$ cat config.mk
export PLATFORM = sky130hd
export DESIGN_NAME = qspi_target
export DESIGN_NICKNAME = d
export VERILOG_FILES = /design/src/rtl/qspi_pkg.sv /design/src/rtl/qspi_target.sv
export SDC_FILE = /design/constraint.sdc
export NUM_CORES = 1
export LEC_CHECK = 0
export CAP_MARGIN = 10
export CORE_ASPECT_RATIO = 1.25
export CORE_MARGIN = 4
export CORE_UTILIZATION = 30
export DETAILED_ROUTE_END_ITERATION = 10
export PLACE_DENSITY = 0.5
export SYNTH_ARGS = -nofsm -noshare
export SYNTH_HDL_FRONTEND = slang
export SYNTH_SLANG_ARGS = --single-unit
$ cat constraint.sdc
create_clock -name clk -period 4.7 [get_ports clk]
set_clock_uncertainty 0.05 [all_clocks]
set_input_delay 0.94 -clock clk [delete_from_list [all_inputs] [get_ports clk]]
set_output_delay 0.94 -clock clk [all_outputs]
set_load 0.05 [all_outputs]
$ cat src/rtl/qspi_pkg.sv
// Shared QSPI definitions: target state encoding, default opcodes and the
// nibble counts of the command/address phases used by controller and target.
package qspi_pkg;

  typedef enum logic [2:0] {
    ST_IDLE,
    ST_CMD,
    ST_ADDR,
    ST_DUMMY,
    ST_RDATA,
    ST_WDATA,
    ST_IGNORE
  } qspi_state_e;

  localparam logic [7:0] QSPI_RD_CMD = 8'hEB;
  localparam logic [7:0] QSPI_WR_CMD = 8'h38;

  localparam int unsigned CMD_NIBBLES     = 2;
  localparam int unsigned BITS_PER_NIBBLE = 4;

  function automatic int unsigned addr_nibbles(input int unsigned aw);
    return aw / BITS_PER_NIBBLE;
  endfunction

endpackage

$ cat src/rtl/qspi_target.sv
// Quad-SPI memory target: decodes opcode/address/data nibbles from the
// controller and serves a byte-wide synchronous memory with read prefetch.
module qspi_target
  import qspi_pkg::*;
#(
  parameter int unsigned AW     = 24,
  parameter int unsigned DUMMY  = 6,
  parameter logic [7:0]  RD_CMD = QSPI_RD_CMD,
  parameter logic [7:0]  WR_CMD = QSPI_WR_CMD
) (
  input  logic          clk,
  input  logic          reset,
  input  logic          cs_n,
  input  logic [3:0]    qd_in,
  output logic [3:0]    qd_out,
  output logic [3:0]    qd_oe,
  output logic [AW-1:0] mem_addr,
  output logic          mem_re,
  input  logic [7:0]    mem_rdata,
  output logic          mem_we,
  output logic [7:0]    mem_wdata,
  output logic          err
);

  localparam int unsigned       CNT_W      = 8;
  localparam logic [CNT_W-1:0]  ADDR_LAST  = CNT_W'(addr_nibbles(AW) - 1);
  localparam logic [CNT_W-1:0]  DUMMY_LAST = CNT_W'(DUMMY - 1);

  qspi_state_e      state;
  logic [CNT_W-1:0] cnt;
  logic             is_rd;
  logic             first_rd;
  logic             lo_next;
  logic             oe_q;
  logic             mem_re_q;
  logic             re_d;
  logic [AW-1:0]    addr;
  logic [AW-1:0]    addr_full;
  logic [3:0]       cmd_hi;
  logic [3:0]       wr_hi;
  logic [3:0]       hi_nxt;
  logic [7:0]       opcode;
  logic [7:0]       byte_buf;
  logic [7:0]       prefetch;

  assign addr_full = {addr[AW-5:0], qd_in};
  assign opcode    = {cmd_hi, qd_in};
  // The first read byte may land on the same edge the bus turns around.
  assign hi_nxt    = (re_d && first_rd) ? mem_rdata[7:4] : byte_buf[7:4];
  assign qd_oe     = {4{oe_q & ~cs_n}};
  assign mem_re    = mem_re_q & ~cs_n;

  always_ff @(posedge clk or negedge reset) begin
    if (!reset) begin
      state     <= ST_IDLE;
      cnt       <= '0;
      is_rd     <= 1'b0;
      first_rd  <= 1'b0;
      lo_next   <= 1'b0;
      oe_q      <= 1'b0;
      mem_re_q  <= 1'b0;
      re_d      <= 1'b0;
      addr      <= '0;
      qd_out    <= '0;
      mem_addr  <= '0;
      mem_we    <= 1'b0;
      mem_wdata <= '0;
      err       <= 1'b0;
    end else begin
      err      <= 1'b0;
      mem_re_q <= 1'b0;
      mem_we   <= 1'b0;
      re_d     <= mem_re;
      if (cs_n) begin
        state    <= ST_IDLE;
        oe_q     <= 1'b0;
        qd_out   <= '0;
        lo_next  <= 1'b0;
        first_rd <= 1'b0;
        re_d     <= 1'b0;
        cnt      <= '0;
      end else begin
        case (state)
          ST_IDLE: begin
            state <= ST_CMD;
          end
          ST_CMD: begin
            cnt <= '0;
            if (opcode == RD_CMD) begin
              is_rd <= 1'b1;
              state <= ST_ADDR;
            end else if (opcode == WR_CMD) begin
              is_rd <= 1'b0;
              state <= ST_ADDR;
            end else begin
              err   <= 1'b1;
              state <= ST_IGNORE;
            end
          end
          ST_ADDR: begin
            addr <= addr_full;
            if (cnt == ADDR_LAST) begin
              cnt     <= '0;
              lo_next <= 1'b0;
              if (is_rd) begin
                state    <= ST_DUMMY;
                mem_re_q <= 1'b1;
                mem_addr <= addr_full;
                first_rd <= 1'b1;
              end else begin
                state <= ST_WDATA;
              end
            end else begin
              cnt <= cnt + 1'b1;
            end
          end
          ST_DUMMY: begin
            // Second fetch fills the prefetch register ahead of the stream.
            if (cnt == '0) begin
              mem_re_q <= 1'b1;
              mem_addr <= addr + 1'b1;
              addr     <= addr + 1'b1;
            end
            if (re_d && first_rd) first_rd <= 1'b0;
            if (cnt == DUMMY_LAST) begin
              state   <= ST_RDATA;
              oe_q    <= 1'b1;
              qd_out  <= hi_nxt;
              lo_next <= 1'b1;
              cnt     <= '0;
            end else begin
              cnt <= cnt + 1'b1;
            end
          end
          ST_RDATA: begin
            if (lo_next) begin
              qd_out   <= byte_buf[3:0];
              mem_re_q <= 1'b1;
              mem_addr <= addr + 1'b1;
              addr     <= addr + 1'b1;
              lo_next  <= 1'b0;
            end else begin
              qd_out  <= prefetch[7:4];
              lo_next <= 1'b1;
            end
          end
          ST_WDATA: begin
            if (lo_next) begin
              mem_we    <= 1'b1;
              mem_wdata <= {wr_hi, qd_in};
              mem_addr  <= addr;
              addr      <= addr + 1'b1;
              lo_next   <= 1'b0;
            end else begin
              lo_next <= 1'b1;
            end
          end
          ST_IGNORE: begin
            state <= ST_IGNORE;
          end
          default: state <= ST_IDLE;
        endcase
      end
    end
  end

  // Nibble holding and read buffering; contents are only consumed once loaded.
  always_ff @(posedge clk) begin
    if (!cs_n && state == ST_IDLE) cmd_hi <= qd_in;
    if (!cs_n && state == ST_WDATA && !lo_next) wr_hi <= qd_in;
    if (re_d) begin
      if (first_rd) byte_buf <= mem_rdata;
      else          prefetch <= mem_rdata;
    end
    if (!cs_n && state == ST_RDATA && !lo_next) byte_buf <= prefetch;
  end

endmodule
==> run summary, run 1 <==
The terminus of the critical flop-to-flop path is mem_addr[17]. The number of instances in the placed design is 855. Counting the fill cells in the layout gives approximately 1900. The worst-skew pair later-pin latency came out at approximately 0.36 ns. The number of hold buffers added after cts came out at 0. Power spread over the standard cell area amounts to 649.0 nW/um2. At the pin with the least slew margin, the transition time is approximately 1.1 ns. The shortest period the worst path allows is roughly 3.6 ns. The clock tree from TritonCTS is built.

The max-cap violation count is 0. The synthesized design contains 24 enable-type register cells. The number of remaining DRC errors came out at 0. The switching power of the nets is between 1.5 and 2 mW. The clock tree synthesis step divided the H-tree into 3 levels. The slowest stage of the critical path is the sky130_fd_sc_hd__clkdlybuf4s50_1 cell. The number of top-level pins came out at 58.

The most area-hungry cell type in the Yosys netlist is sky130_fd_sc_hd__dfrtp_1. The number of resized instances in the post-cts repair step is 0. The warning count from the yosys run came out at 0.

The total detailed-routing wirelength came out at about 15000 um. Using the TritonRoute via totals, the vias-per-cell ratio works out to between 5 and 6. IR analysis of the VDD net gives a maximum drop of roughly 0.23 mV. The post-synthesis net count is 635. The most used flip-flop cell after synthesis is sky130_fd_sc_hd__dfrtp_1.

The cell that appears most often on the critical path is sky130_fd_sc_hd__clkdlybuf4s50_1. The commonest cells after synthesis are sky130_fd_sc_hd__dfrtp_1, sky130_fd_sc_hd__nand2_1, sky130_fd_sc_hd__nor2_1. The cell count after synthesis came out at 614. The core region is between 15000 and 20000 um2. For this configuration, the core starts out at a cell density of 0.3066. The clock network fraction of design power came out at 0.191.

On the worst path, the slowest cell contributes a delay of about 0.83 ns. The number of antenna diodes in the final layout is 0. Walking the worst path, the cells encountered are clkdlybuf4s50_1, buf_4, nor2b_1, clkdlybuf4s50_1. The via count came out at a little under 5000. The total track usage came out at 0.1439. The via count of the first global-routing pass came out at slightly below 5000.

The most utilized layer in the global route result is met2. The portion of synthesized cell area occupied by the leading cell type is 0.3421. The worst pin sits at a relative slew slack of 0.2885.

The first global-routing pass estimated approximately 25000 um of wire. Summing every instance area after synthesis gives 5778 um2. The buffering stage count on the worst path with inverters included came out at 3. Among cell families on the critical path, the largest total delay comes from buffers and inverters. The pre-CTS setup slack is between 1 and 1.5 ns. The TritonCTS sink count came out at just over 100. The number of design-rule violations left by the first detailed-router iteration is about 440.

The final hold violation count came out at 0. By area the synthesized netlist is led by sky130_fd_sc_hd__dfrtp_1, sky130_fd_sc_hd__edfxtp_1, sky130_fd_sc_hd__mux2_2. The layout cell share with drive strength beyond 1 came out at 0.09390. The internal cell power came out at ~2.4 mW. Along the worst hold path, the cell count comes to 1.

The part of the cycle the worst path needs is 0.7647. The startpoint identified for the worst hold timing path is wr_hi[1]. The switching part of the total power came out at 0.4544. The async set-reset flop share out of synthesis came out at 0.7670. sky130_fd_sc_hd__dfrtp_1 is the most common cell in the netlist.

The static power due to leakage came out at between 2 and 3 nW. The part of the total power dissipated in sequential elements is 0.354. The share of the Yosys chip area taken by registers is 0.4669. The total number of nets in the final design is 655.

The area occupied by multi-input gates came out at around 2800 um2. The highest clock frequency the design can meet is ~0.28 GHz. The smallest setup slack after layout is 1.106 ns.

The post-synthesis average cell area is approximately 9.4 um2. The worst register-to-register path has a depth of 6. The final instance area came out at between 6000 and 7000 um2. The worst setup path is of the in2out kind.

Setup repair after global routing left no endpoint under its margin. The synthesized design contains around 100 register bits. After clock tree synthesis, the clock-pin slew on the worst setup and hold paths is approximately 0.07 ns. The number of pins exceeding their max-slew limit in the final report came out at 0. The sequential cells in the finished layout cover a total of 2698 um2. Once detail routing completed, the nets flagged for antenna violations numbered 0.

The data arrival time at the worst-slack endpoint came out at about 2.6 ns. Leaving out filler cells and counting taps, the final layout contains just under 900. The worst hold path terminates at mem_wdata[5]. Summed over all nets, the half-perimeter wirelength after detailed placement is 10110 um. The setup total negative slack came out at 0 ns. The min-delay analysis places its worst path in the category reg2reg. The standard cell area after detailed placement came out at between 6000 and 7000 um2. The area growth from synthesis to layout came out at 17.30%. The post-CTS setup buffer count came out at 0. The die is between 100 and 150 um wide. The deepest clock path buffer count is 2. The unique cell type count in the Yosys netlist came out at slightly below 70.

The reg-to-reg critical path startpoint is state[2]. The routing usage on met1 is 0.1802. Summed over all layers, the global routing overflow is 0. Row generation in the floorplan step produced 56 rows. The weighted congestion reported at the end of routability-driven placement came out at around 0.80. The worst reg-to-reg setup slack came out at 1.87 ns. The pin count of the biggest net entering global routing came out at about 60. The relative contribution of combinational cells to total power came out at 0.455. For this run, global-route usage on met2 was measured as 0.2514. The flow ran to the end, and the final reports show no timing, DRC or antenna violations.

The worst slack on hold paths came out at between 0.4 and 0.5 ns. The met3 global-route usage is 0.02619. The mean routed wirelength per cell came out at between 15 and 20 um. The highest fanout seen on the critical path is 24. The final count of negative-setup-slack endpoints came out at 0. The number of input and output port buffers inserted is 57. The critical path endpoint category is an output port. The required time of the critical path is approximately 3.7 ns. The area enclosed by the die boundary is 21560 um2. STA classifies the critical path startpoint as an input port.

The first TritonRoute pass finished after 5 iterations. The tree is rooted in a sky130_fd_sc_hd__clkbuf_16. The number of CTS-inserted buffers came out at 9. The die extent in y is roughly 160 um. The initial antenna violation count is 0.
-- cells by family after synthesis --
| kind of cell | count (synthesis) | share of synthesized area |
|---|---|---|
| flops | 103 | 0.4669 |
| xor+xnor | 5 | 0.007579 |
| fa+ha+maj | 6 | 0.01299 |
| buf+inv | 69 | 0.05305 |
| compound gates | 183 | 0.2207 |
| simple gates | 225 | 0.1947 |
| mux | 23 | 0.04418 |
-- cells in the final DEF (no fill, tap or decap), types with 9 or more instances in the layout --
cell,n
sky130_fd_sc_hd__buf_4,11
sky130_fd_sc_hd__clkbuf_16,9
sky130_fd_sc_hd__edfxtp_1,24
sky130_fd_sc_hd__a31oi_1,20
sky130_fd_sc_hd__nor2_1,53
sky130_fd_sc_hd__nand2_1,58
sky130_fd_sc_hd__nor2b_1,12
sky130_fd_sc_hd__clkdlybuf4s50_1,56
sky130_fd_sc_hd__a22oi_1,14
sky130_fd_sc_hd__inv_1,11
sky130_fd_sc_hd__dfrtp_1,79
sky130_fd_sc_hd__a21oi_1,36
sky130_fd_sc_hd__nand4_1,9
sky130_fd_sc_hd__o21ai_0,38
sky130_fd_sc_hd__and3_1,15
sky130_fd_sc_hd__nor3_1,14
sky130_fd_sc_hd__mux2_2,20
sky130_fd_sc_hd__nand3_1,26
-- how the worst max path moves through the flow --
| stage | start | end | slack (ns) | cells past startpoint |
|---|---|---|---|---|
| floorplan | cs_n | qd_oe[1] | 1.26 | 4 |
| global placement | cs_n | mem_re | 1.12 | 4 |
| detailed placement | cs_n | mem_re | 1.10 | 4 |
| CTS | cs_n | mem_re | 1.09 | 4 |
| global route | cs_n | mem_re | 1.05 | 4 |
| finish | cs_n | mem_re | 1.11 | 4 |
-- final cells by class --
cell class                 count  area share
clock inverter                 7     0.01532
clock buffer                   9     0.03323
sequential                   103      0.3980
tap                          232     0.04283
inverter                      11    0.006092
multi-input combinational    442      0.4096
timing repair buffer          67     0.09489
-- routing by layer --
metal / share of wire / vias up / routed length (um)
li1: - / 2326 / -
met1: 0.44 / 2375 / 6811
met2: 0.50 / 134 / 7666
met3: 0.044 / 14 / 669
met4: 0.012 / 0 / 185
met5: 0 / - / 0
-- metrics by stage --
step / util / total power [mW]
after global routing: 0.3596 / 4.688
after CTS: 0.3596 / 4.436
after global placement: 0.3421 / 3.555
after floorplan: - / 2.975
after detailed placement: 0.3421 / 3.580
final: 0.3596 / 4.399
-- flip-flops by register name, summed over array words and instances, names as in the netlist, 3 cells and up --
name and cells:
qd_out 4, state 3, addr 24, mem_addr 24, cnt 8, mem_wdata 8
wr_hi 4, prefetch 8, byte_buf 8, cmd_hi 4
-- power by group through the flow --
stage | clock network [mW] | logic [mW] | registers (mW)
after floorplan | 0 | 1.14 | 1.83
after global placement | 0 | 1.99 | 1.56
after detailed placement | 0 | 2.01 | 1.57
after CTS | 0.868 | 2.01 | 1.55
after global routing | 0.906 | 2.17 | 1.61
final | 0.840 | 2.00 | 1.56
Power figures use the tool's default switching activity.
==> inputs of run 2 (changes only) <==
--- a/config.mk
+++ b/config.mk
@@ -10,7 +10,7 @@
 export CORE_MARGIN = 4
 export CORE_UTILIZATION = 30
 export DETAILED_ROUTE_END_ITERATION = 10
-export PLACE_DENSITY = 0.5
+export PLACE_DENSITY = 0.52
 export SYNTH_ARGS = -nofsm -noshare
 export SYNTH_HDL_FRONTEND = slang
 export SYNTH_SLANG_ARGS = --single-unit
==> constraint.sdc (replaced) <==
create_clock -name clk -period 2.95 [get_ports clk]
set_clock_uncertainty 0.05 [all_clocks]
set_input_delay 0.59 -clock clk [delete_from_list [all_inputs] [get_ports clk]]
set_output_delay 0.59 -clock clk [all_outputs]
set_load 0.05 [all_outputs]
==> run 2 against run 1 <==
Net effect: sequential cell count unchanged; largest power group unchanged; die area is the same; register-to-register slack got worse by 1.5 ns.
==> run summary, run 2 (synthesis results as in run 1) <==
The flow ran to the end, and the final reports show no timing, DRC or antenna violations. The area enclosed by the die boundary is 21560 um2 (unchanged). The number of hold buffers added after cts is 0 (unchanged).

The highest clock frequency the design can meet came out at slightly below 0.4 GHz. The delay of the slowest cell on the worst path came to 0.53 ns (-0.30 ns). The buffering stage count on the worst path with inverters included is 0 (-3). The die extent in y came to 163.2 um (unchanged).

The post-CTS setup buffer count is 0 (unchanged). In this run the worst hold path is classified as in2async. The worst-skew pair later-pin latency is 0.35 ns (about the same). The via count of the first global-routing pass came out at 5011 (+4.3%). The setup total negative slack came out at 0 ns (unchanged). For this design, the slowest cell found on the critical path is sky130_fd_sc_hd__or3_1.

The final count of negative-setup-slack endpoints came out at 0 (unchanged). The number of top-level pins was 58 (unchanged). The mean number of vias per cell is 5.638 (+1.3%). The highest metal layer carrying signal wires in the routed design is met4. The actual slew at the worst max-slew pin is 1.029 ns (-0.03854 ns). The cell class contributing the biggest share of worst-path delay is simple AND/OR/NAND/NOR gates.

The final cell utilization of the core was 0.3709 (+0.01128). The number of nets with antenna violations after detailed routing is 0 (unchanged). The number of input and output port buffers inserted came out at 57 (unchanged).

The weighted congestion reported at the end of routability-driven placement came out at 0.7980 (+0.19%). The relative slew slack is 0.3142 (+0.02570). The launching element type of the critical path is a flip-flop. The max-cap violation count is 0 (unchanged). The top cell types in the final layout, fill and taps aside, are sky130_fd_sc_hd__dfrtp_1, sky130_fd_sc_hd__nand2_1, sky130_fd_sc_hd__nor2_1.

The detailed-routed wire length on met2 is 7701 um (+0.46%). The areal power density over the cells came out at 1017 nW/um2 (+57%). The site row count came out at 56 (unchanged). The number of remaining DRC errors came out at 0 (unchanged). In this run the clock root is driven by a sky130_fd_sc_hd__clkbuf_16. The static power due to leakage is 2.655 nW (+4.9%).

The core outline area came out at 18850 um2 (unchanged). The total detailed-routing wirelength is 15750 um (+2.7%). The deepest clock path buffer count is 2 (unchanged). The total track usage was 0.1464 (+0.002488). The width of the die is 132.1 um (unchanged). The total global routing overflow is 0 (unchanged).

The number of diodes is 0 (unchanged). The number of standard cells in the final layout excluding fillers came to 889 (+2.1%). The layout cell share with drive strength beyond 1 is 0.1263 (+0.03244). The signal on the critical path passes through ha_1, and3_1, nand4_1, or3_1, a21oi_1, a2bb2oi_1. The shortest period the worst path allows is 2.556 ns.

The clock tree from TritonCTS is built. The number of design-rule violations left by the first detailed-router iteration is 552 (+25%). The total number of nets in the final design is 673 (+2.7%). The worst setup path is of the reg2reg kind. The TritonCTS sink count is 103 (unchanged). The via count is 5012 (+3.4%).

The wire length on met3 is 765 um (+14%). The highest fanout seen on the critical path came out at 10 (-58%). STA classifies the critical path endpoint as a flip-flop. The number of pins exceeding their max-slew limit in the final report came out at 0 (unchanged). The most common cell after layout, fill and taps aside is sky130_fd_sc_hd__dfrtp_1.

The placed wire-length estimate is 10730 um (+6.2%). The number of fill cells came to 1886 (-0.32%). Dividing the final minimum period by the clock period gives 0.8664. The maximum vdd ir drop is 0.3693 mV (+59%). The mean routed wirelength per cell is 17.72 um (+0.66%). The pin count of the biggest net entering global routing is 44 (-25%). The met1 routed wirelength after detailed routing is 6883 um (+1.1%). The number of detailed-routing iterations run before antenna repair came out at 7 (+2). The global-route wire length before repair came out at 25850 um (+2.2%).

The number of levels in the clock H-tree is 3 (unchanged). The CTS clock-pin slew for the worst setup and hold paths is 0.07 ns (about the same). In the final layout, the registers with the most flip-flops are addr (24), mem_addr (24).

The area growth from synthesis to layout came out at 20.98%. The initial antenna violation count came out at 0 (unchanged). The required time of the critical path came out at 3.17 ns (-0.54 ns). The number of resized instances in the post-cts repair step came to 0 (unchanged). The initial core utilization is 0.3066 (unchanged). The final hold violation count is 0 (unchanged). The data arrival time at the worst-slack endpoint is 2.78 ns (+0.18 ns).

The worst reg-to-reg setup slack came out at 0.39 ns (-1.48 ns). The number of CTS-inserted buffers is 9 (unchanged). The number of instances in the placed design is 873 (+2.1%). Setup repair after global routing left no endpoint under its margin.
## run 2: cell count changes in the layout (fill, tap and decap cells not counted)
cell / delta
sky130_fd_sc_hd__clkbuf_8: +1
sky130_fd_sc_hd__buf_12: +7
sky130_fd_sc_hd__clkinv_1: -1
sky130_fd_sc_hd__clkdlybuf4s50_1: -5
sky130_fd_sc_hd__inv_8: -1
sky130_fd_sc_hd__buf_4: +16
sky130_fd_sc_hd__clkbuf_1: +1
## run 2: per-stage QoR
step | hold WS [ns] | cell area [um2] | total power, mW | worst slack, ns
after floorplan | 0.2444 | 5778 | 4.739 | 0.2146
after global placement | 0.4220 | 6659 | 5.744 | 0.2875
after detailed placement | 0.4218 | 6659 | 5.798 | 0.3059
after CTS | 0.2103 | 6990 | 7.159 | 0.3864
after global routing | 0.2398 | 6990 | 7.559 | 0.1721
final | 0.1945 | 6990 | 7.107 | 0.3940
## run 2: final cells by class
type / instances / area, um2 / share of cell area
repair buffers: 85 / 853.3 / 0.1221
well taps: 232 / 290.3 / 0.04152
multi-input cells: 442 / 2776 / 0.3972
inverters: 11 / 41.29 / 0.005907
clock buffers: 11 / 242.7 / 0.03472
clock inverters: 5 / 88.84 / 0.01271
flip-flops and latches: 103 / 2698 / 0.3859
## run 2: metal layers
layer,vias to the layer above,GRT usage
met3,31,0.02619
met1,2447,0.1812
met5,-,0
met2,165,0.2498
li1,2369,-
met4,0,0.06543
## run 2: path summary, 6_finish.rpt
path | depth (start not counted) | startpoint | end
worst max-delay path | 6 | addr[0] | addr[22]
worst min-delay path | 1 | reset | mem_addr[4]
worst max register to register | 6 | addr[0] | addr[22]
worst min register to register | 1 | wr_hi[0] | mem_wdata[4]
max in group asynchronous | 2 | reset | mem_addr[23]
min in group clk | 1 | wr_hi[0] | mem_wdata[4]
## run 2: where the power goes
| group | switching [mW] | internal, mW |
|---|---|---|
| logic | 2.09 | 1.23 |
| registers | 0.541 | 1.90 |
| clock network | 0.558 | 0.779 |
==> inputs of run 3 (changes only) <==
--- a/config.mk
+++ b/config.mk
@@ -14,3 +14,4 @@
 export SYNTH_ARGS = -nofsm -noshare
 export SYNTH_HDL_FRONTEND = slang
 export SYNTH_SLANG_ARGS = --single-unit
+export TNS_END_PERCENT = 100
==> results of run 3 <==
Final layout, timing and power as in run 2 (identical DEF).
